**src/rtl/radix2_fft_ctrl.sv**
```systemverilog
// Sequencing controller for an in-place radix-2 FFT data path: loads N/2 sample
// pairs, runs LOG2N butterfly stages with a BF_LAT-deep write-back pipe, then unloads.
module radix2_fft_ctrl #(
  parameter int N      = 1024,
  parameter int LOG2N  = 10,
  parameter int ADDR_W = 9,
  parameter int BF_LAT = 6
) (
  input  logic              clk,
  input  logic              rst,
  input  logic              start_i,
  input  logic              in_valid_i,
  output logic              in_ready_o,
  input  logic              out_ready_i,
  output logic              out_valid_o,
  output logic [ADDR_W-1:0] rd_addr_o,
  output logic [ADDR_W-1:0] wr_addr_o,
  output logic [ADDR_W-1:0] tw_addr_o,
  output logic              src_sel_o,
  output logic              bram_we_o,
  output logic              bf_ce_o,
  output logic              fft_ready_o,
  output logic [3:0]        stage_o,
  output logic              busy_o,
  output logic              done_o
);

  typedef enum logic [2:0] {IDLE, LOAD, COMPUTE, DRAIN, UNLOAD} state_t;

  localparam logic [ADDR_W-1:0] P_LAST = ADDR_W'(N / 2 - 1);
  localparam logic [3:0]        S_LAST = 4'(LOG2N - 1);
  localparam logic [3:0]        D_LAST = 4'(BF_LAT - 1);

  state_t            state;
  logic [ADDR_W-1:0] p;
  logic [3:0]        s;
  logic [3:0]        d;
  logic [BF_LAT-1:0] pipe_v;
  logic [ADDR_W-1:0] pipe_a [BF_LAT];
  logic              issue;
  logic              wb_valid;
  logic [ADDR_W-1:0] wb_addr;

  assign issue    = (state == COMPUTE);
  assign wb_valid = pipe_v[BF_LAT-1];
  assign wb_addr  = pipe_a[BF_LAT-1];

  always_ff @(posedge clk) begin
    if (rst) begin
      state <= IDLE;
      p     <= '0;
      s     <= '0;
      d     <= '0;
    end else begin
      case (state)
        IDLE: begin
          if (start_i) begin
            state <= LOAD;
            p     <= '0;
            s     <= '0;
          end
        end
        LOAD: begin
          if (in_valid_i) begin
            if (p == P_LAST) begin
              state <= COMPUTE;
              p     <= '0;
            end else begin
              p <= p + 1'b1;
            end
          end
        end
        COMPUTE: begin
          d <= '0;
          if (p == P_LAST) state <= DRAIN;
          else             p     <= p + 1'b1;
        end
        DRAIN: begin
          // Hold here until the final write of this stage has left the pipe.
          if (d == D_LAST) begin
            d <= '0;
            p <= '0;
            if (s == S_LAST) begin
              state <= UNLOAD;
            end else begin
              s     <= s + 4'd1;
              state <= COMPUTE;
            end
          end else begin
            d <= d + 4'd1;
          end
        end
        UNLOAD: begin
          if (out_ready_i) begin
            if (p == P_LAST) begin
              state <= IDLE;
              p     <= '0;
              s     <= '0;
            end else begin
              p <= p + 1'b1;
            end
          end
        end
        default: state <= IDLE;
      endcase
    end
  end

  always_ff @(posedge clk) begin
    if (rst) begin
      pipe_v <= '0;
    end else begin
      for (int i = BF_LAT - 1; i > 0; i--) pipe_v[i] <= pipe_v[i-1];
      pipe_v[0] <= issue;
    end
  end

  // NOTE: the address stages carry no reset; they are only observed when their
  // valid bit (which is reset) is set, so clearing them would buy nothing.
  always_ff @(posedge clk) begin
    for (int i = BF_LAT - 1; i > 0; i--) pipe_a[i] <= pipe_a[i-1];
    pipe_a[0] <= p;
  end

  // NOTE: every output gets a default before the case so no path leaves one
  // unassigned, which would otherwise infer a latch.
  always_comb begin
    in_ready_o  = 1'b0;
    out_valid_o = 1'b0;
    rd_addr_o   = '0;
    wr_addr_o   = '0;
    tw_addr_o   = '0;
    src_sel_o   = 1'b0;
    bram_we_o   = 1'b0;
    bf_ce_o     = 1'b0;
    fft_ready_o = 1'b0;
    done_o      = 1'b0;
    stage_o     = s;
    busy_o      = (state != IDLE);
    case (state)
      LOAD: begin
        in_ready_o = 1'b1;
        bram_we_o  = in_valid_i && !rst;
        wr_addr_o  = p;
      end
      COMPUTE, DRAIN: begin
        bf_ce_o   = 1'b1;
        src_sel_o = 1'b1;
        bram_we_o = wb_valid && !rst;
        wr_addr_o = wb_valid ? wb_addr : '0;
        if (state == COMPUTE) begin
          rd_addr_o = p;
          tw_addr_o = (p >> s) << s;
        end
      end
      UNLOAD: begin
        fft_ready_o = 1'b1;
        out_valid_o = 1'b1;
        rd_addr_o   = p;
        done_o      = out_ready_i && (p == P_LAST);
      end
      default: ;
    endcase
  end

endmodule
```
**config.mk**
```make
export PLATFORM = sky130hd
export DESIGN_NAME = radix2_fft_ctrl
export DESIGN_NICKNAME = d
export VERILOG_FILES = /design/src/rtl/radix2_fft_ctrl.sv
export SDC_FILE = /design/constraint.sdc
export NUM_CORES = 1
export LEC_CHECK = 0
export BUFFER_PORTS_ARGS = -buffer_cell sky130_fd_sc_hd__buf_4
export CORE_UTILIZATION = 50
export CTS_CLUSTER_SIZE = 14
export DETAILED_ROUTE_END_ITERATION = 8
export GPL_TIMING_DRIVEN = 1
export PLACE_DENSITY = 0.8
export SYNTH_ARGS = -nofsm -noshare
export SYNTH_HDL_FRONTEND = slang
export SYNTH_SLANG_ARGS = --single-unit
```
**constraint.sdc**
```tcl
create_clock -name clk -period 2 [get_ports clk]
set_input_delay 0.1 -clock clk [delete_from_list [all_inputs] [get_ports clk]]
set_output_delay 0.1 -clock clk [all_outputs]
set_load 0.01 [all_outputs]
```
==> flow_summary.json, run 1 <==
{
  "cp_max_fo": 10,
  "final.min_clock_period_ns": 1.966,
  "die_w_um": 76.80,
  "p_seq_frac": 0.463,
  "clockRootBuffer": "clkbuf_8",
  "grt_pass1_vias": 1829,
  "combPwrFrac": 0.239,
  "max_cap_viol_count": 0,
  "max-slew-margin-rel": 0.6110,
  "grt_overflow": 0,
  "antenna_found_initial": 0,
  "dpl_cell_area_um2": 3263,
  "postCtsHoldBufs": 0,
  "gp_congestion": 0.8496,
  "yosys-top-cells-area": "dfxtp_1 57%, a22o_1 2.8%, ha_1 2.7%",
  "ys_seq_elements": 80,
  "crit_required_ns": 2.28,
  "cts_tree": "done",
  "rows": 26,
  "final-hold-violation-count": 0,
  "fp.dieArea_um2": 5898,
  "crit_path_max_incr_delay_ns": 0.51,
  "die_height_um": 76.80,
  "switching_share": 0.2892,
  "tightest_slew_ns": 0.5836,
  "routed-via-count": 1958,
  "synth_nets": 256,
  "synth_edf_count": 0,
  "p_clk_frac": 0.298,
  "ys_types": 53,
  "rsz0062_at_grt": "yes",
  "first_pass_iters": 4,
  "worst-setup-path-type": "reg2reg",
  "grt_max_degree": 21,
  "fmax_ghz": 0.5087,
  "startpoint_type": "register",
  "yosysSeqAreaShare": 0.5725,
  "ys_async_sr_fraction": 0,
  "synth_top_flop_cell": "dfxtp_1",
  "grt_pass1_wl_um": 8818,
  "io_pins": 44,
  "netSwitchingPower_uw": 1116,
  "clk_path_buf_depth": 2,
  "cp_top_family": "compound AO/OA/AOI/OAI gates",
  "yosys_warnings": 0,
  "ir_drop_mv": 0.9427,
  "status": "finished clean",
  "hold_class": "in2reg",
  "fin_nets": 320,
  "finClkSkew_ns": 0.007482,
  "endpoint_kind": "register",
  "clock-sinks": 80,
  "crit_buf_inv": 1,
  "p_total_uw": 3859,
  "detail-route-antenna-nets": 0,
  "htree_levels": 3,
  "stdcell_area_um2": 3558,
  "period_share": 0.9829,
  "core-area_um2": 5238,
  "dp_hpwl_um": 3597,
  "arrival_ns": 2.25,
  "syn_area_um2": 2798,
  "vias_per_cell": 5.099,
  "num_antenna_cells": 0,
  "intPower_uw": 2743,
  "whs_ns": 0.08397,
  "setup_viol": 0,
  "syn_avg_cell_area_um2": 11.42,
  "leakagePower_uw": 0.001497,
  "drc": 0,
  "path_clk_slew_ns": 0.08,
  "clock_latency_ns": 0.35,
  "drtIter0Drc": 69,
  "synthCells": 245,
  "area_growth_pct": 27.19,
  "io_buffer_count": 43,
  "path_cells": "mux2_2, o32ai_4, a211oi_4, buf_4, a21o_4, nor2_2",
  "synth_area_leader_cell": "dfxtp_1",
  "grtUsageTotal": 0.1963,
  "wl_um": 5464,
  "cts_made_buffers": 9,
  "synth_top_area_share": 0.5725,
  "maxSlewViolCount": 0,
  "cpMaxStageDelayCell": "dfxtp_1",
  "start_util": 0.5342,
  "power_density_nw_per_um2": 1085,
  "post_drt_wl_per_cell_um": 14.23,
  "drive_above_1_share": 0.3694
}
## layout make-up
type	count	area [um2]
fill	387	1679
sequential	80	1604
multi-input combinational	146	1142
timing repair buffer	64	496.7
clock buffer	11	141.4
tap	70	87.58
clock inverter	5	56.30
inverter	8	30.03
## cells in the final DEF (no fill, tap or decap), drive strengths merged, types with 2 or more instances in the layout
master	netlist	layout
a21oi	11	11
nor4b	2	2
and4	4	4
a41oi	2	2
inv	8	8
nor3	6	6
nand2b	2	2
and3b	2	2
and3	3	3
nand3	6	6
nor3b	5	5
mux2i	4	4
dfxtp	80	80
clkinv	0	3
o21ai	6	6
a211oi	3	3
nor2b	6	6
xnor2	8	8
a22o	9	9
buf	8	64
and2	11	11
or3b	2	2
or3	2	2
clkbuf	3	11
nand2	8	8
nor2	21	21
or2	2	2
nor4	2	2
o211a	2	2
ha	6	6
## worst paths after layout
| check | startpoint | end | slack, ns | depth (start not counted) |
|---|---|---|---|---|
| setup / recovery | state[0] | p[0] | 0.03 | 6 |
| hold / removal | rst | stage_o[0] | 0.08 | 2 |
| setup reg to reg | state[0] | p[0] | 0.03 | 6 |
| hold reg to reg | pipe_a[0][37] | pipe_a[0][46] | 0.33 | 0 |
## power groups by stage
| stage | Clock (uW) | Sequential [uW] | Combinational (uW) |
|---|---|---|---|
| detailed placement | 0 | 1820 | 783 |
| global route | 1240 | 1800 | 996 |
| CTS | 1180 | 1790 | 853 |
| floorplan | 0 | 1790 | 569 |
| finish | 1150 | 1790 | 924 |
| global placement | 0 | 1810 | 771 |
## sequential cells by signal, indices dropped and copies added, names as in the netlist
signal / flops
state: 3
pipe_a: 54
p: 9
pipe_v: 6
d: 4
stage_o: 4
## synth_stat cells, drive strengths merged (2+ instances only)
master	n
clkbuf	3
a22o	9
a211oi	3
or3	2
xnor2	8
ha	6
nor3b	5
nand2b	2
nor2	21
or2	2
o21ai	6
nor3	6
nor2b	6
and3	3
nor4	2
nand3	6
and4	4
mux2i	4
nor4b	2
buf	8
nand2	8
and3b	2
a21oi	11
a41oi	2
or3b	2
dfxtp	80
o211a	2
and2	11
inv	8
## repair_timing
| item | CTS | global route |
|---|---|---|
| pin swaps | 3 | 4 |
| endpoints found under the setup margin | 26 | 31 |
| buffers inserted | 3 | 2 |
| gates resized for setup | 6 | 8 |
## metrics by stage
step	setup WS (ns)	utilization	std cells	TNS [ns]
6_report	0.03423	0.6794	384	0
4_1_cts	0.02582	0.6706	382	0
5_1_grt	-0.005343	0.6794	384	-0.007547
3_3_place_gp	0.06859	0.6230	363	0
3_5_place_dp	0.004528	0.6230	363	0
2_1_floorplan	0.1925	-	245	0
## cell families (layout without fill, tap and decap cells)
group,count (synthesis),in the layout,synth area share
AND/OR/NAND/NOR,86,86,0.1950
flip-flops,80,80,0.5725
AO/OA/AOI/OAI,41,41,0.1284
buffers and inverters,19,88,0.03399
XOR/XNOR,8,8,0.02505
adder cells (fa/ha/maj),6,6,0.02683
multiplexers,5,5,0.01834
## worst register-to-register path, delay by kind of cell, from the launching register on
kind | cells | cell delay (ns)
muxes | 1 | 0.40
AOI/OAI and AO/OA | 3 | 0.69
DFF | 1 | 0.51
and+or+nand+nor | 1 | 0.12
buffers and inverters | 1 | 0.19
## per-layer routing
| metal | wire length, um | vias to the layer above | track usage |
|---|---|---|---|
| met5 | 0 | - | 0 |
| met4 | 142 | 0 | 0.1115 |
| met3 | 199 | 11 | 0.04762 |
| met2 | 2565 | 47 | 0.3152 |
| met1 | 2556 | 924 | 0.2396 |
| li1 | - | 976 | - |
Power figures use the tool's default switching activity.
==> run 2: changes to the inputs <==
Settings changed: CORE_MARGIN set to 3, CORE_UTILIZATION 50 to 45, PLACE_DENSITY 0.8 to 0.73.
==> flow_summary.json, run 2 (synthesized netlist as in run 1, its figures left out) <==
{
  "status": "finished clean",
  "vias_per_cell": 5.031,
  "path_clk_slew_ns": 0.08,
  "grtUsageTotal": 0.1604,
  "area_growth_pct": 27.37,
  "r2r-start": "p[5]",
  "routed-via-count": 1947,
  "postCtsHoldBufs": 0,
  "worst-setup-path-type": "reg2reg",
  "netSwitchingPower_uw": 1115,
  "grt_overflow": 0,
  "final_common_cell": "dfxtp_1",
  "multi_input_area_um2": 1131,
  "grt_max_degree": 21,
  "io_buffer_count": 43,
  "endpoint_kind": "register",
  "tightest_slew_ns": 0.5378,
  "detail-route-antenna-nets": 0,
  "crit_top_cell": "nor2_1",
  "worstReg2RegEnd": "state[0]",
  "htree_levels": 3,
  "intPower_uw": 2779,
  "stdcell_area_um2": 3563,
  "gp_congestion": 0.7557,
  "reg_top3": "pipe_a x54, p x9, pipe_v x6",
  "arrival_ns": 2.12,
  "period_share": 0.9379,
  "hold_path_end": "state[0]",
  "p_seq_frac": 0.453,
  "setup_tns_ns": 0,
  "crit_path_max_incr_delay_ns": 0.33,
  "grt_pass1_vias": 1844,
  "switching_share": 0.2864,
  "hold_start": "rst",
  "cts_made_buffers": 9,
  "whs_ns": 0.07891,
  "leakagePower_uw": 0.001492,
  "clk_path_buf_depth": 2,
  "first_pass_iters": 4,
  "max-slew-margin-rel": 0.6415,
  "crit_buf_inv": 2,
  "die_height_um": 84.85,
  "wl_um": 5468,
  "grt_pass1_wl_um": 8832,
  "drc": 0,
  "antenna_found_initial": 0,
  "power_density_nw_per_um2": 1093,
  "hold_class": "in2reg",
  "setup_viol": 0,
  "finClkSkew_ns": 0.006415,
  "fp.dieArea_um2": 7200,
  "ir_drop_mv": 0.7420,
  "dpl_cell_area_um2": 3254,
  "drive_above_1_share": 0.3782,
  "post_drt_wl_per_cell_um": 14.13,
  "startpoint_type": "register",
  "final-hold-violation-count": 0,
  "rsz0062_at_grt": "no",
  "p_clk_frac": 0.313,
  "fillCellCount": 524,
  "maxSlewViolCount": 0,
  "die_w_um": 84.85,
  "final.min_clock_period_ns": 1.876,
  "core-area_um2": 5956,
  "final_cell_mix": "74 x dfxtp_1, 60 x buf_4, 13 x nor2_1",
  "num_antenna_cells": 0,
  "max_cap_viol_count": 0,
  "regArea_um2": 1612,
  "worstRegToRegCells": 9,
  "io_pins": 44,
  "fmax_ghz": 0.5331,
  "p_total_uw": 3894,
  "clockRootBuffer": "clkbuf_8",
  "cpMaxStageDelayCell": "dfxtp_2",
  "start_util": 0.4697,
  "worstHoldPathCells": 2,
  "rows": 28,
  "clock-sinks": 80,
  "fin_nets": 318,
  "crit_required_ns": 2.24,
  "cts_tree": "done",
  "cp_top_family": "simple AND/OR/NAND/NOR gates",
  "dp_hpwl_um": 3831,
  "combPwrFrac": 0.234,
  "rrSetupSlack_ns": 0.12,
  "drtIter0Drc": 97,
  "cp_max_fo": 4,
  "clock_latency_ns": 0.34,
  "path_cells": "and4_4, nand2_1, nor2_1, ha_2, inv_1, a211oi_4, buf_4, mux2i_1, nor2_1",
  "largest-register": "pipe_a",
  "largest_reg_flops": 54
}
## run 2: cell count changes in the layout (fill, tap and decap cells not counted), sizes merged
cell | previous run | this run
buf | 64 | 62
inv | 8 | 9
clkinv | 3 | 2
## run 2: worst max path at each step
stage	slack, ns	depth (start not counted)	start	to
finish	0.12	9	p[5]	state[0]
global route	0.002	10	p[5]	p[5]
CTS	0.05	5	state[2]	wr_addr_o[6]
detailed placement	0.1	8	p[4]	state[0]
global placement	0.13	9	p[5]	p[0]
floorplan	0.19	8	p[2]	p[2]
## run 2: per-stage QoR
stage,worst slack [ns],std cells,utilization
floorplan,0.1925,245,-
global placement,0.1349,366,0.5464
detailed placement,0.09933,366,0.5464
CTS,0.05354,382,0.5849
global route,0.002059,387,0.5983
finish,0.1242,387,0.5983
## run 2: layout make-up
type | count | share of cell area
clock inverter | 5 | 0.01791
tap | 75 | 0.02633
timing repair buffer | 62 | 0.1352
sequential | 80 | 0.4522
clock buffer | 11 | 0.04249
inverter | 8 | 0.008427
multi-input combinational | 146 | 0.3174
## run 2: timing repair
action,CTS,global route
hold endpoints to repair,0,0
pin swaps,0,4
setup endpoints to repair,26,27
resized for setup,5,13
setup buffers,0,5
## run 2: routing by layer
layer	share of wire	up-vias	wire length [um]	track usage
li1	-	973	-	-
met1	0.46	921	2517	0.2072
met2	0.48	44	2598	0.2491
met3	0.045	9	247	0.04175
met4	0.019	0	104	0.08058
met5	0	-	0	0
## run 2: worst register-to-register path, delay by kind of cell (launching register included)
kind	cells	cell delay, ns
multiplexers	1	0.23
flip-flops	1	0.33
AO/OA/AOI/OAI	1	0.25
adder cells (fa/ha/maj)	1	0.24
buffers and inverters	2	0.27
AND/OR/NAND/NOR	4	0.45
## run 2: power groups by stage
stage	registers, uW	clock network (uW)	logic (uW)
floorplan	1790	0	569
global placement	1800	0	795
detailed placement	1800	0	801
CTS	1770	1240	819
global route	1790	1320	989
finish	1760	1220	912
==> run 3: changes to the inputs <==
Settings changed: CTS_CLUSTER_DIAMETER set to 50, HOLD_SLACK_MARGIN set to 0.06, PLACE_DENSITY 0.73 to 0.71.
Clock period 2 ns to 2.3 ns, I/O delays scaled along.
==> flow_summary.json, run 3 (synthesized netlist as in run 1, its figures left out) <==
{
  "status": "finished clean",
  "vias_per_cell": 5.019,
  "cp_max_fo": 13,
  "drive_above_1_share": 0.3102,
  "wl_um": 5517,
  "dpl_cell_area_um2": 3224,
  "crit_required_ns": 2.18,
  "finClkSkew_ns": 0.009834,
  "io_buffer_count": 43,
  "worst-setup-path-type": "reg2out",
  "setup_viol": 0,
  "antenna_found_initial": 0,
  "stdcell_area_um2": 3440,
  "first_pass_iters": 4,
  "crit_buf_inv": 2,
  "routed-via-count": 1897,
  "ir_drop_mv": 0.4731,
  "grt_max_degree": 21,
  "gp_congestion": 0.8867,
  "reg_top3": "pipe_a x54, p x9, pipe_v x6",
  "io_pins": 44,
  "drc": 0,
  "cts_made_buffers": 9,
  "start_util": 0.4697,
  "setup_tns_ns": 0,
  "period_share": 0.9366,
  "path_cells": "nand2b_1, inv_1, and2_2, a22o_1, buf_4",
  "final_cell_mix": "80 x dfxtp_1, 53 x buf_4, 14 x nor2_1",
  "power_density_nw_per_um2": 963.7,
  "endpoint_kind": "output port",
  "largest_reg_flops": 54,
  "postCtsHoldBufs": 0,
  "max_cap_viol_count": 0,
  "max-slew-margin-rel": 0.6612,
  "fin_nets": 309,
  "final-hold-violation-count": 0,
  "dp_hpwl_um": 3814,
  "startpoint_type": "register",
  "grt_pass1_vias": 1826,
  "final.min_clock_period_ns": 2.154,
  "clock_latency_ns": 0.35,
  "detail-route-antenna-nets": 0,
  "postCtsSetupBuffers": 0,
  "clockRootBuffer": "clkbuf_8",
  "cts_resized": 0,
  "cp_top_family": "simple AND/OR/NAND/NOR gates",
  "leakagePower_uw": 0.001447,
  "final_common_cell": "dfxtp_1",
  "drtIter0Drc": 74,
  "num_antenna_cells": 0,
  "path_clk_slew_ns": 0.07,
  "area_growth_pct": 22.94,
  "grt_overflow": 0,
  "maxSlewViolCount": 0,
  "clock-sinks": 80,
  "cpMaxStageDelayCell": "dfxtp_1",
  "largest-register": "pipe_a",
  "tightest_slew_ns": 0.5083,
  "post_drt_wl_per_cell_um": 14.60,
  "rsz0062_at_grt": "no",
  "cts_tree": "done",
  "die_w_um": 84.85,
  "fp.dieArea_um2": 7200,
  "crit_path_max_incr_delay_ns": 0.58,
  "die_height_um": 84.85,
  "htree_levels": 3,
  "grt_pass1_wl_um": 8935,
  "rows": 28,
  "clk_path_buf_depth": 2,
  "fmax_ghz": 0.4642,
  "grtUsageTotal": 0.1630,
  "arrival_ns": 2.04,
  "core-area_um2": 5956,
  "hold_class": "in2reg"
}
-- run 3: changes by cell type in the layout (fill, tap and decap cells not counted), sizes merged --
cell	change
buf	-9
bufinv	+1
clkinvlp	-1
-- run 3: layout make-up --
| type | instances | area (um2) |
|---|---|---|
| clock buffer | 11 | 131.4 |
| clock inverter | 5 | 78.83 |
| fill | 525 | 2516 |
| inverter | 8 | 30.03 |
| multi-input combinational | 146 | 1106 |
| sequential | 80 | 1602 |
| tap | 75 | 93.84 |
| timing repair buffer | 53 | 397.9 |
-- run 3: metrics by stage --
step	util	std cells	hold WS (ns)	power (uW)	setup slack, ns
after floorplan	-	245	0.3096	2049	0.4925
after global placement	0.5414	362	0.3102	2253	0.3840
after detailed placement	0.5414	362	0.3121	2262	0.2956
after CTS	0.5767	378	0.06804	3352	0.05804
after global routing	0.5775	378	0.08093	3490	0.01004
final	0.5775	378	0.09001	3315	0.1458
-- run 3: path summary, 6_finish.rpt --
| check | start | endpoint | slack (ns) | depth (start not counted) |
|---|---|---|---|---|
| worst max register to register | p[5] | p[6] | 0.25 | 8 |
| worst max-delay path | state[2] | wr_addr_o[3] | 0.15 | 5 |
| worst min-delay path | rst | d[2] | 0.09 | 2 |
| worst min register to register | pipe_a[0][19] | pipe_a[0][28] | 0.32 | 0 |
-- run 3: routing by layer --
layer  GRT usage  vias up  part of all wire
met3     0.06990        9             0.067
li1            -      951                 -
met1      0.2063      886              0.45
met5           0        -                 0
met4     0.05755        0             0.018
met2      0.2498       51              0.46
-- run 3: report_power, final --
group / internal (uW) / leakage (uW) / switching [uW]
Combinational: 289 / 0.000693 / 409
Clock: 612 / 0.000108 / 471
Sequential: 1490 / 0.000646 / 47.6
Total: 2390 / 0.00145 / 928
-- run 3: worst register-to-register path: cells and delay by family (launching register included) --
family | cells | cell delay, ns
buffers and inverters | 1 | 0.11
and+or+nand+nor | 4 | 0.53
adders and majority gates | 1 | 0.26
AOI/OAI and AO/OA | 2 | 0.62
DFF | 1 | 0.43
